`src/rtl/lsu_pkg.sv`:
```
// Shared encodings, FSM state type and the size/alignment check for the
// load/store controller.
package lsu_pkg;

    localparam logic [1:0] SZ_BYTE = 2'b00;
    localparam logic [1:0] SZ_HALF = 2'b01;
    localparam logic [1:0] SZ_WORD = 2'b10;
    localparam logic [1:0] SZ_ILL  = 2'b11;

    typedef enum logic [2:0] {
        IDLE,
        RD,
        WR0,
        WR1,
        RESP
    } lsu_state_t;

    // True when the size is illegal or the low address bits break alignment.
    function automatic logic align_err(input logic [1:0] size, input logic [1:0] addr_lo);
        logic bad;
        case (size)
            SZ_BYTE: bad = 1'b0;
            SZ_HALF: bad = addr_lo[0];
            SZ_WORD: bad = (addr_lo != 2'b00);
            default: bad = 1'b1;
        endcase
        return bad;
    endfunction

endpackage

```
`src/rtl/lsu_load_ext.sv`:
```
// Combinational load-data extractor: picks the low byte/half of the memory
// word and sign- or zero-extends it; words pass straight through.
module lsu_load_ext
    import lsu_pkg::*;
(
    input  logic [31:0] dout,
    input  logic [1:0]  size,
    input  logic        is_unsigned,
    output logic [31:0] ext
);

    logic fill;

    always_comb begin
        fill = 1'b0;
        ext  = dout;
        case (size)
            SZ_BYTE: begin
                fill = ~is_unsigned & dout[7];
                ext  = {{24{fill}}, dout[7:0]};
            end
            SZ_HALF: begin
                fill = ~is_unsigned & dout[15];
                ext  = {{16{fill}}, dout[15:0]};
            end
            default: ext = dout;
        endcase
    end

endmodule

```
`src/rtl/lsu_ctrl.sv`:
```
// Load/store controller: one request at a time, size/alignment checking,
// halfword stores split into two byte writes, extended load data on a pulse.
module lsu_ctrl
    import lsu_pkg::*;
#(
    parameter int ADDR_W = 10
) (
    input  logic              clk,
    input  logic              rst_n,
    input  logic              req_valid,
    output logic              req_ready,
    input  logic              req_we,
    input  logic [1:0]        req_size,
    input  logic              req_unsigned,
    input  logic [31:0]       req_addr,
    input  logic [31:0]       req_wdata,
    output logic              rsp_valid,
    output logic [31:0]       rsp_rdata,
    output logic              rsp_err,
    output logic [ADDR_W-1:0] mem_addr,
    output logic [31:0]       mem_din,
    output logic              mem_we,
    output logic              mem_sb,
    input  logic [31:0]       mem_dout
);

    lsu_state_t        state_reg, state_next;
    logic              we_reg;
    logic              uns_reg;
    logic              err_reg;
    logic [1:0]        size_reg;
    logic [ADDR_W-1:0] addr_reg;
    logic [31:0]       wdata_reg;
    logic [31:0]       rdata_reg;
    logic [31:0]       ext_data;
    logic              accept;
    logic              req_err;

    assign req_ready = (state_reg == IDLE);
    assign accept    = req_valid && req_ready;
    assign req_err   = align_err(req_size, req_addr[1:0]) || ((req_addr >> ADDR_W) != 32'd0);

    lsu_load_ext u_load_ext (
        .dout        (mem_dout),
        .size        (size_reg),
        .is_unsigned (uns_reg),
        .ext         (ext_data)
    );

    always_ff @(posedge clk) begin
        if (!rst_n) begin
            state_reg <= IDLE;
            we_reg    <= 1'b0;
            uns_reg   <= 1'b0;
            err_reg   <= 1'b0;
            size_reg  <= SZ_BYTE;
            addr_reg  <= '0;
            wdata_reg <= '0;
            rdata_reg <= '0;
        end else begin
            state_reg <= state_next;
            if (accept) begin
                we_reg    <= req_we;
                uns_reg   <= req_unsigned;
                err_reg   <= req_err;
                size_reg  <= req_size;
                addr_reg  <= req_addr[ADDR_W-1:0];
                wdata_reg <= req_wdata;
                // Stores and rejected requests report zero data.
                rdata_reg <= '0;
            end else if (state_reg == RD) begin
                rdata_reg <= ext_data;
            end
        end
    end

    always_comb begin
        state_next = state_reg;
        case (state_reg)
            IDLE: begin
                if (accept) begin
                    if (req_err)     state_next = RESP;
                    else if (req_we) state_next = WR0;
                    else             state_next = RD;
                end
            end
            RD:      state_next = RESP;
            WR0:     state_next = (size_reg == SZ_HALF) ? WR1 : RESP;
            WR1:     state_next = RESP;
            RESP:    state_next = IDLE;
            default: state_next = IDLE;
        endcase
    end

    // Write strobes are qualified by rst_n so a reset cycle never writes.
    always_comb begin
        mem_addr  = addr_reg;
        mem_din   = '0;
        mem_we    = 1'b0;
        mem_sb    = 1'b0;
        rsp_valid = 1'b0;
        rsp_err   = 1'b0;
        rsp_rdata = '0;
        case (state_reg)
            WR0: begin
                if (size_reg == SZ_WORD) begin
                    mem_we  = rst_n;
                    mem_din = wdata_reg;
                end else begin
                    mem_sb  = rst_n;
                    mem_din = {24'd0, wdata_reg[7:0]};
                end
            end
            WR1: begin
                mem_sb   = rst_n;
                mem_addr = addr_reg + ADDR_W'(1);
                mem_din  = {24'd0, wdata_reg[15:8]};
            end
            RESP: begin
                rsp_valid = 1'b1;
                rsp_err   = err_reg;
                rsp_rdata = rdata_reg;
            end
            default: ;
        endcase
    end

    logic unused_we;
    assign unused_we = we_reg;

endmodule
```
`config.mk`:
```
export PLATFORM = sky130hd
export DESIGN_NAME = lsu_ctrl
export DESIGN_NICKNAME = d
export VERILOG_FILES = /design/src/rtl/lsu_pkg.sv /design/src/rtl/lsu_load_ext.sv /design/src/rtl/lsu_ctrl.sv
export SDC_FILE = /design/constraint.sdc
export NUM_CORES = 1
export LEC_CHECK = 0
export CORE_UTILIZATION = 37
export CTS_CLUSTER_SIZE = 14
export DETAILED_ROUTE_END_ITERATION = 16
export PLACE_DENSITY_LB_ADDON = 0.25
export SLEW_MARGIN = 0
export SYNTH_ARGS = -nofsm -noshare
export SYNTH_HDL_FRONTEND = slang
export SYNTH_SLANG_ARGS = --single-unit
export TNS_END_PERCENT = 1
```
`constraint.sdc`:
```
create_clock -name clk -period 1.5 [get_ports clk]
set_input_delay 0.225 -clock clk [delete_from_list [all_inputs] [get_ports clk]]
set_output_delay 0.225 -clock clk [all_outputs]
set_load 0.01 [all_outputs]
```
==> results.txt, run 1 <==
outcome - finished, violations left
failing checks - setup timing
hold wc startpoint - mem_dout[18]
met1 Usage GRT - 0.276
Startpoint Class - flip-flop
synth warn - 0
RR Startpoint - state_reg[2]
CP required - 1.27 ns
Adder-Cell Fraction of Synth Area - 0.00340
Async SR Flop Fraction - 0
Setup Skew - 0.0111 ns
Worst R2R Setup Slack - -0.04 ns
DRT iter0 DRCs - 122
die area - 0.0103 mm2
Seq cells post-synth - 81
number of flops mapped to enable cells by yosys - 0
Synth Area in Compound Gates - 0.202
largest family of logic cells by synthesized area - simple AND/OR/NAND/NOR gates
Setup WS post-layout - -0.444 ns
mean post-synth cell area - 9.09 um2
Root Buffer - clkbuf_8
Post-Syn Nets - 509
Max Cap Viol - 0
vias - 3,817
I/O pins - 182
first-pass GRT wire length - 18,000 um
worst-skew pair later-pin latency - 0.35 ns
crit path time final - 1.94 ns
largest buffer count on any clock path - 2
met3 Use GR - 0.0435
Slew Limit Fails - 0
starting density of the core - 0.380
sequential-to-total area share from yosys stat - 0.441
ANT nets after route - 0
r2r endpoint - rdata_reg[30]
met2 global-route usage - 0.375
mux contribution to synthesized area - 0.0245
Tcrit/Tclk final - 1.30
xor/xnor share of the synthesized area - 0.0214
# placed instances - 731
cell count after synthesis - 405
Setup crit end kind - primary output
RSZ-0062 raised after global routing - true
Core ar. - 0.00968 mm2
initial antenna violation count - 0
gpl congestion - 0.761
CTS tree - built
final hold violation count - 0
die height - 102 um
non-filler instance count after layout - 755
share of cells above drive strength 1 - 0.293
H-Tree Depth - 3
overall routing resource usage - 0.220
dpl hpwl - 8010 um
Fmax achieved - 514 MHz
DRC violations left - 0
R2R depth - 8
Num CTS Buffers - 9
Hold EP - rdata_reg[18]
HP Class - input port to flip-flop
crit path kind - flip-flop to primary output
pre-CTS setup slack - -0.451 ns
post-synthesis cell area - 0.00368 mm2
Least-Margin Pin Slew - 0.359 ns
nets - 721
worst hold stages - 3
clk slew on worst S/H paths - 0.09 ns
fin util - 0.615
Die Width - 102 um
PortBufs - 181
ant diodes - 0
Main synth FF type - dfxtp_1
Vias/cell - 5.06
vias in the first global route - 3,677
maximum net fanout on the critical path - 2
WHS - 0.429 ns
leakage power - 2.67 nW
final WL - 11,400 um
maximum VDD drop - 0.000517 V
Synth Area in Simple Gates - 0.250
area grow syn2layout - 61.8%
Slew headroom - 0.758
row count - 36
WL/cell - 15.2 um
pin count of the biggest net entering global routing - 48
total clock sinks - 81
GRT Residual Overflow - 0
Worst Path Arrival - 1.72 ns
setup TNS - -19.34 ns
Finish-stage setup viols - 132
GR peak layer - met2
1st-pass router iterations - 6
pwr dens - 800 mW/mm2
Synth cell types - 42
[cell type report]
class,instances,area [um2]
Inverter,3,13.8
Clock buffer,12,155
Fill cell,859,3730
Multi-Input combinational cell,288,1940
Tap cell,133,166
Sequential cell,81,1630
Timing Repair Buffer,234,1970
Clock inverter,4,75.1
[per-stage QoR]
step | instance area [um2] | total power, W
after global routing | 5960 | 0.00495
after detailed placement | 5870 | 0.00299
after global placement | 5870 | 0.00298
after CTS | 5970 | 0.00480
after floorplan | 3710 | 0.00255
final | 5960 | 0.00477
[where the power goes]
part / internal [W] / leakage (nW) / switching (W)
sequential: 0.00222 / 0.662 / 0.0000519
combinational: 0.000421 / 1.90 / 0.000246
clock: 0.00103 / 0.109 / 0.000798
[timing repair]
item,4_1_cts,5_1_grt
buffers inserted,5,1
gates resized for setup,292,75
pin swaps,24,7
setup endpoints to repair,158,159
hold buffers,0,0
gates cloned,2,0
[synthesized netlist by cell type, types with 2 or more instances]
cell type   n  area [um2]
dfxtp_1    81        1620
nand2_1    53         199
a22o_1     45         394
and3_1     34         213
and2_1     26         163
a21oi_1    25         125
nor2_1     22        82.6
o21ai_0    16        80.1
buf_2      13        65.1
clkbuf_1   11        41.3
a211oi_1    9        67.6
mux2i_1     9        90.1
buf_6       8        90.1
xnor2_1     7        61.3
nor4_1      6        37.5
nand4_1     5        31.3
nor3_1      4        20.0
a31o_2      2        17.5
inv_1       2        7.51
nand3_1     2        10.0
nor2_2      2        12.5
or2_1       2        12.5
xor2_1      2        17.5
[metal layers]
metal,part of all wire,vias to the layer above
met4,0.019,0
met5,0,-
li1,-,1859
met1,0.42,1807
met2,0.50,132
met3,0.062,19
[worst max path at each step]
stage,endpoint,from,slack [ns],depth (start not counted)
floorplan,mem_addr[8],state_reg[1],0.02,5
global placement,mem_addr[9],state_reg[1],-0.39,6
detailed placement,mem_addr[7],state_reg[1],-0.45,5
CTS,mem_addr[7],state_reg[2],-0.52,6
global route,mem_addr[7],state_reg[1],-0.57,6
finish,mem_addr[8],addr_reg[5],-0.44,7
[kinds of logic (layout without fill, tap and decap cells)]
family,Yosys count,after routing
compound gates,101,101
xor+xnor,9,9
fa+ha+maj,1,1
buf+inv,36,253
flops,81,81
mux,9,9
simple gates,168,168
[cells in the final DEF, fill, tap and decap left out, types with 3 or more instances in the layout]
cell               n
dfxtp_1           77
nand2_1           49
buf_2             71
dfxtp_4            3
and2_1            24
mux2i_1            9
buf_6             12
nor2_2             3
clkdlybuf4s15_2    4
o21ai_1           14
xnor2_1            4
nor3_1             4
buf_4             35
nand4_1            5
nand2_2            3
buf_12             5
clkdlybuf4s50_1  102
nor2_1            19
and3_1            33
nor2_4             3
a211oi_1           8
a21oi_1           25
xnor2_2            3
clkbuf_8          11
nor4_1             6
a22o_1            45
[worst max-delay path: stages, from the launching register on]
cell and delay (ns):
dfxtp_1 0.39, nand2_4 0.07, nor4_4 0.28, buf_4 0.15, buf_4 0.09, nand4_1 0.12
xnor2_2 0.15, buf_2 0.14
Power figures use the tool's default switching activity.
==> run 2: changes to the inputs <==
--- a/config.mk
+++ b/config.mk
@@ -9,7 +9,8 @@
 export CTS_CLUSTER_SIZE = 14
 export DETAILED_ROUTE_END_ITERATION = 16
 export PLACE_DENSITY_LB_ADDON = 0.25
-export SLEW_MARGIN = 0
+export REMOVE_ABC_BUFFERS = 1
+export SLEW_MARGIN = 20
 export SYNTH_ARGS = -nofsm -noshare
 export SYNTH_HDL_FRONTEND = slang
 export SYNTH_SLANG_ARGS = --single-unit
==> results.txt, run 2 (synthesized netlist as in run 1, its figures left out) <==
CP required - 1.27 ns
DRC violations left - 0
met3 Use GR - 0.0594
met1 Usage GRT - 0.268
Worst R2R Setup Slack - -0.19 ns
DRT iter0 DRCs - 93
GR peak layer - met2
Fmax achieved - 523 MHz
ant diodes - 0
Least-Margin Pin Slew - 0.433 ns
Hold EP - rdata_reg[3]
1st-pass router iterations - 4
worst-skew pair later-pin latency - 0.35 ns
Setup Skew - 0.00989 ns
Slew Limit Fails - 0
most common cell after layout, fill and taps aside - clkdlybuf4s50_1
starting density of the core - 0.380
worst hold stages - 3
maximum net fanout on the critical path - 4
HP Class - input port to flip-flop
I/O pins - 182
first-pass GRT wire length - 17,900 um
WHS - 0.423 ns
final WL - 11,900 um
Finish-stage setup viols - 126
row count - 36
maximum VDD drop - 0.000456 V
vias - 3,846
initial antenna violation count - 0
vias in the first global route - 3,707
outcome - finished, violations left
# placed instances - 732
R2R depth - 7
pwr dens - 806 mW/mm2
Max Cap Viol - 0
setup TNS - -27.51 ns
GRT Residual Overflow - 0
Num CTS Buffers - 9
final hold violation count - 0
Slew headroom - 0.709
Die Width - 102 um
failing checks - setup timing
die area - 0.0103 mm2
Core ar. - 0.00968 mm2
hold wc startpoint - mem_dout[3]
Worst Path Arrival - 1.69 ns
Root Buffer - clkbuf_8
register cell area after layout - 0.00163 mm2
overall routing resource usage - 0.223
leakage power - 2.70 nW
commonest cells after routing, fill and taps aside - clkdlybuf4s50_1 (102), dfxtp_1 (78), buf_2 (69), nand2_1 (52), a22o_1 (45)
Setup WS post-layout - -0.410 ns
Setup crit end kind - primary output
clk slew on worst S/H paths - 0.08 ns
total clock sinks - 81
die height - 102 um
area of placed instances - 0.00588 mm2
area of the multi-input gates - 0.00191 mm2
area grow syn2layout - 65.1%
met2 global-route usage - 0.387
ANT nets after route - 0
CTS tree - built
Tcrit/Tclk final - 1.27
Post-CTS Hold Fix Bufs - 0
post-route cell area - 0.00608 mm2
share of cells above drive strength 1 - 0.292
WL/cell - 15.6 um
Layout fillers - 879
r2r endpoint - wdata_reg[11]
crit path time final - 1.91 ns
dpl hpwl - 8140 um
pin count of the biggest net entering global routing - 39
non-filler instance count after layout - 763
RSZ-0062 raised after global routing - true
largest buffer count on any clock path - 2
Startpoint Class - flip-flop
Vias/cell - 5.04
nets - 729
H-Tree Depth - 3
RR Startpoint - state_reg[0]
crit path kind - flip-flop to primary output
PortBufs - 181
gpl congestion - 0.742
-- run 2: how the worst max path moves through the flow --
| stage | startpoint | end | slack (ns) |
|---|---|---|---|
| 2_1_floorplan | state_reg[0] | state_reg[0] | -1.03 |
| 4_1_cts | state_reg[2] | mem_addr[7] | -0.39 |
| 5_1_grt | state_reg[2] | mem_addr[8] | -0.53 |
| 3_3_place_gp | state_reg[1] | mem_addr[8] | -0.38 |
| 6_report | state_reg[2] | mem_addr[7] | -0.41 |
| 3_5_place_dp | state_reg[2] | mem_addr[6] | -0.42 |
-- run 2: layer usage --
| metal | vias up | part of all wire |
|---|---|---|
| met2 | 134 | 0.50 |
| met5 | - | 0 |
| met3 | 10 | 0.079 |
| met4 | 0 | 0.0081 |
| li1 | 1872 | - |
| met1 | 1830 | 0.41 |
-- run 2: timing repair --
item | CTS | global route
gates resized for setup | 350 | 10
endpoints found under the setup margin | 141 | 156
cloned | 3 | 0
setup buffers | 12 | 0
pin swaps | 23 | 19
-- run 2: layout make-up --
type	count	area share
Clock inverter	4	0.0163
Multi-Input combinational cell	288	0.315
Sequential cell	81	0.268
Timing Repair Buffer	242	0.346
Tap cell	133	0.0274
Clock buffer	12	0.0239
Inverter	3	0.00268
-- run 2: report_power, final --
group | switching (W) | internal [W] | leakage, nW
Sequential | 0.0000483 | 0.00222 | 0.661
Clock | 0.000801 | 0.00116 | 0.121
Combinational | 0.000244 | 0.000422 | 1.91
-- run 2: critical path, stage by stage, from the launching register on --
cell	delay, ns
dfxtp_4	0.37
nand2b_4	0.16
nor4_4	0.32
nand4_1	0.18
xnor2_1	0.17
buf_2	0.14
-- run 2: metrics by stage --
| stage | setup slack, ns | total power, W | utilization |
|---|---|---|---|
| after detailed placement | -0.417 | 0.00298 | 0.607 |
| after floorplan | -1.03 | 0.00252 | - |
| after CTS | -0.386 | 0.00492 | 0.625 |
| after global routing | -0.527 | 0.00507 | 0.627 |
| final | -0.410 | 0.00490 | 0.627 |
| after global placement | -0.378 | 0.00297 | 0.607 |
==> run 3: changes to the inputs <==
--- a/config.mk
+++ b/config.mk
@@ -5,7 +5,8 @@
 export SDC_FILE = /design/constraint.sdc
 export NUM_CORES = 1
 export LEC_CHECK = 0
-export CORE_UTILIZATION = 37
+export CORE_UTILIZATION = 38
+export CTS_BUF_LIST = sky130_fd_sc_hd__clkbuf_2 sky130_fd_sc_hd__clkbuf_4 sky130_fd_sc_hd__clkbuf_8
 export CTS_CLUSTER_SIZE = 14
 export DETAILED_ROUTE_END_ITERATION = 16
 export PLACE_DENSITY_LB_ADDON = 0.25
==> results.txt, run 3 (synthesized netlist as in run 1, its figures left out) <==
outcome - finished, violations left
failing checks - setup timing
RSZ-0062 raised after global routing - true
Slew headroom - 0.758
vias - 3,822
buffer and inverter count on the worst path - 4
Fmax achieved - 534 MHz
leakage power - 2.74 nW
Vias/cell - 5.03
final hold violation count - 0
CP delay by family, top - buffers and inverters
Worst Path Arrival - 1.65 ns
maximum VDD drop - 0.000381 V
combinational share of power - 0.146
Finish-stage setup viols - 142
PortBufs - 181
commonest cells after routing, fill and taps aside - clkdlybuf4s50_1 (102), dfxtp_1 (77), buf_2 (56), nand2_1 (49), a22o_1 (45)
Critical Path Slowest Stage Cell - dfxtp_4
first-pass GRT wire length - 18,500 um
starting density of the core - 0.395
die height - 100 um
most common cell after layout, fill and taps aside - clkdlybuf4s50_1
area of the multi-input gates - 0.00200 mm2
Die Width - 100 um
pwr dens - 739 mW/mm2
nets - 730
clock network fraction of total power - 0.356
largest buffer count on any clock path - 2
total clock sinks - 81
I/O pins - 182
maximum net fanout on the critical path - 6
Tcrit/Tclk final - 1.25
CP dominant cell by count - buf_6
1st-pass router iterations - 4
worst-skew pair later-pin latency - 0.34 ns
Internal Pwr Total - 0.00346 W
crit path kind - flip-flop to primary output
Startpoint Class - flip-flop
vias in the first global route - 3,811
Switch Pwr - 0.00110 W
dpl hpwl - 7920 um
clk slew on worst S/H paths - 0.09 ns
Slew Limit Fails - 0
initial antenna violation count - 0
final WL - 12,000 um
gpl congestion - 0.764
Net Sw Frac - 0.242
Post-CTS Hold Fix Bufs - 0
fin util - 0.662
H-Tree Depth - 3
register cell area after layout - 0.00163 mm2
Core ar. - 0.00933 mm2
WL/cell - 15.8 um
Setup crit end kind - primary output
Layout fillers - 811
Flop pwr share - 0.497
Setup WS post-layout - -0.373 ns
CP required - 1.27 ns
overall routing resource usage - 0.233
share of cells above drive strength 1 - 0.328
ANT nets after route - 0
Least-Margin Pin Slew - 0.361 ns
CTS tree - built
area grow syn2layout - 67.8%
die area - 0.0101 mm2
GRT Residual Overflow - 0
row count - 35
Max Cap Viol - 0
HP Class - input port to flip-flop
Num CTS Buffers - 9
Max stage delay on crit path - 0.38 ns
Tot Pwr - 0.00457 W
crit path time final - 1.87 ns
cells along the critical path - buf_6, nor2_4, buf_4, buf_6, and3_1, clkdlybuf4s15_2
pre-CTS setup slack - -0.413 ns
DRT iter0 DRCs - 130
DRC violations left - 0
post-route cell area - 0.00618 mm2
Setup Skew - 0.0120 ns
area of placed instances - 0.00583 mm2
ant diodes - 0
pin count of the biggest net entering global routing - 37
Root Buffer - clkbuf_8
run 3: cell types whose count changed in the layout (fill, tap and decap cells not counted), sizes merged:
| cell | change |
|---|---|
| clkinv | +4 |
| bufinv | -2 |
| clkdlybuf4s15 | +2 |
| buf | -2 |
| clkbuf | -1 |
run 3: path summary, 6_finish.rpt:
check / start / endpoint / slack, ns / depth (start not counted)
setup / recovery: state_reg[0] / rsp_rdata[17] / -0.37 / 6
hold / removal: mem_dout[17] / rdata_reg[17] / 0.44 / 3
setup reg to reg: state_reg[1] / state_reg[0] / -0.12 / 6
hold reg to reg: rdata_reg[6] / rdata_reg[6] / 0.45 / 2
run 3: worst register-to-register path: stages (launching register included):
cell and delay (ns):
dfxtp_4 0.37, buf_6 0.14, buf_8 0.14, o311ai_4 0.36, nor4_4 0.08, buf_6 0.17
a31o_2 0.27
run 3: final cells by class:
cell class	instances	share of cell area
clock buffer	10	0.0223
clock inverter	6	0.0107
inverter	3	0.00223
multi-input combinational	288	0.323
sequential	81	0.265
tap	129	0.0261
timing repair buffer	243	0.351
run 3: through the flow:
step | hold slack, ns | setup TNS, ns | cells
3_5_place_dp | 0.443 | -35.10 | 726
2_1_floorplan | 0.351 | -88.81 | 372
4_1_cts | 0.413 | -23.87 | 759
5_1_grt | 0.424 | -32.52 | 760
6_report | 0.437 | -22.56 | 760
3_3_place_gp | 0.436 | -32.06 | 726
run 3: power groups by stage:
stage | Sequential (W) | Combinational (W) | Clock (W)
2_1_floorplan | 0.00232 | 0.000191 | 0
3_3_place_gp | 0.00232 | 0.000648 | 0
3_5_place_dp | 0.00232 | 0.000658 | 0
4_1_cts | 0.00227 | 0.000657 | 0.00167
5_1_grt | 0.00228 | 0.000717 | 0.00176
6_report | 0.00227 | 0.000669 | 0.00163
run 3: repair_timing:
action / in CTS / in global routing
buffers inserted: 12 / 3
endpoints found under the setup margin: 159 / 160
pin swaps: 27 / 67
gates resized for setup: 328 / 74
cloned: 5 / 0
run 3: routing by layer:
| layer | wire [um] | GRT usage | up-vias |
|---|---|---|---|
| met3 | 886 | 0.0543 | 16 |
| met5 | 0 | 0 | - |
| li1 | - | - | 1872 |
| met1 | 5020 | 0.278 | 1775 |
| met2 | 5900 | 0.410 | 159 |
| met4 | 181 | 0.0758 | 0 |
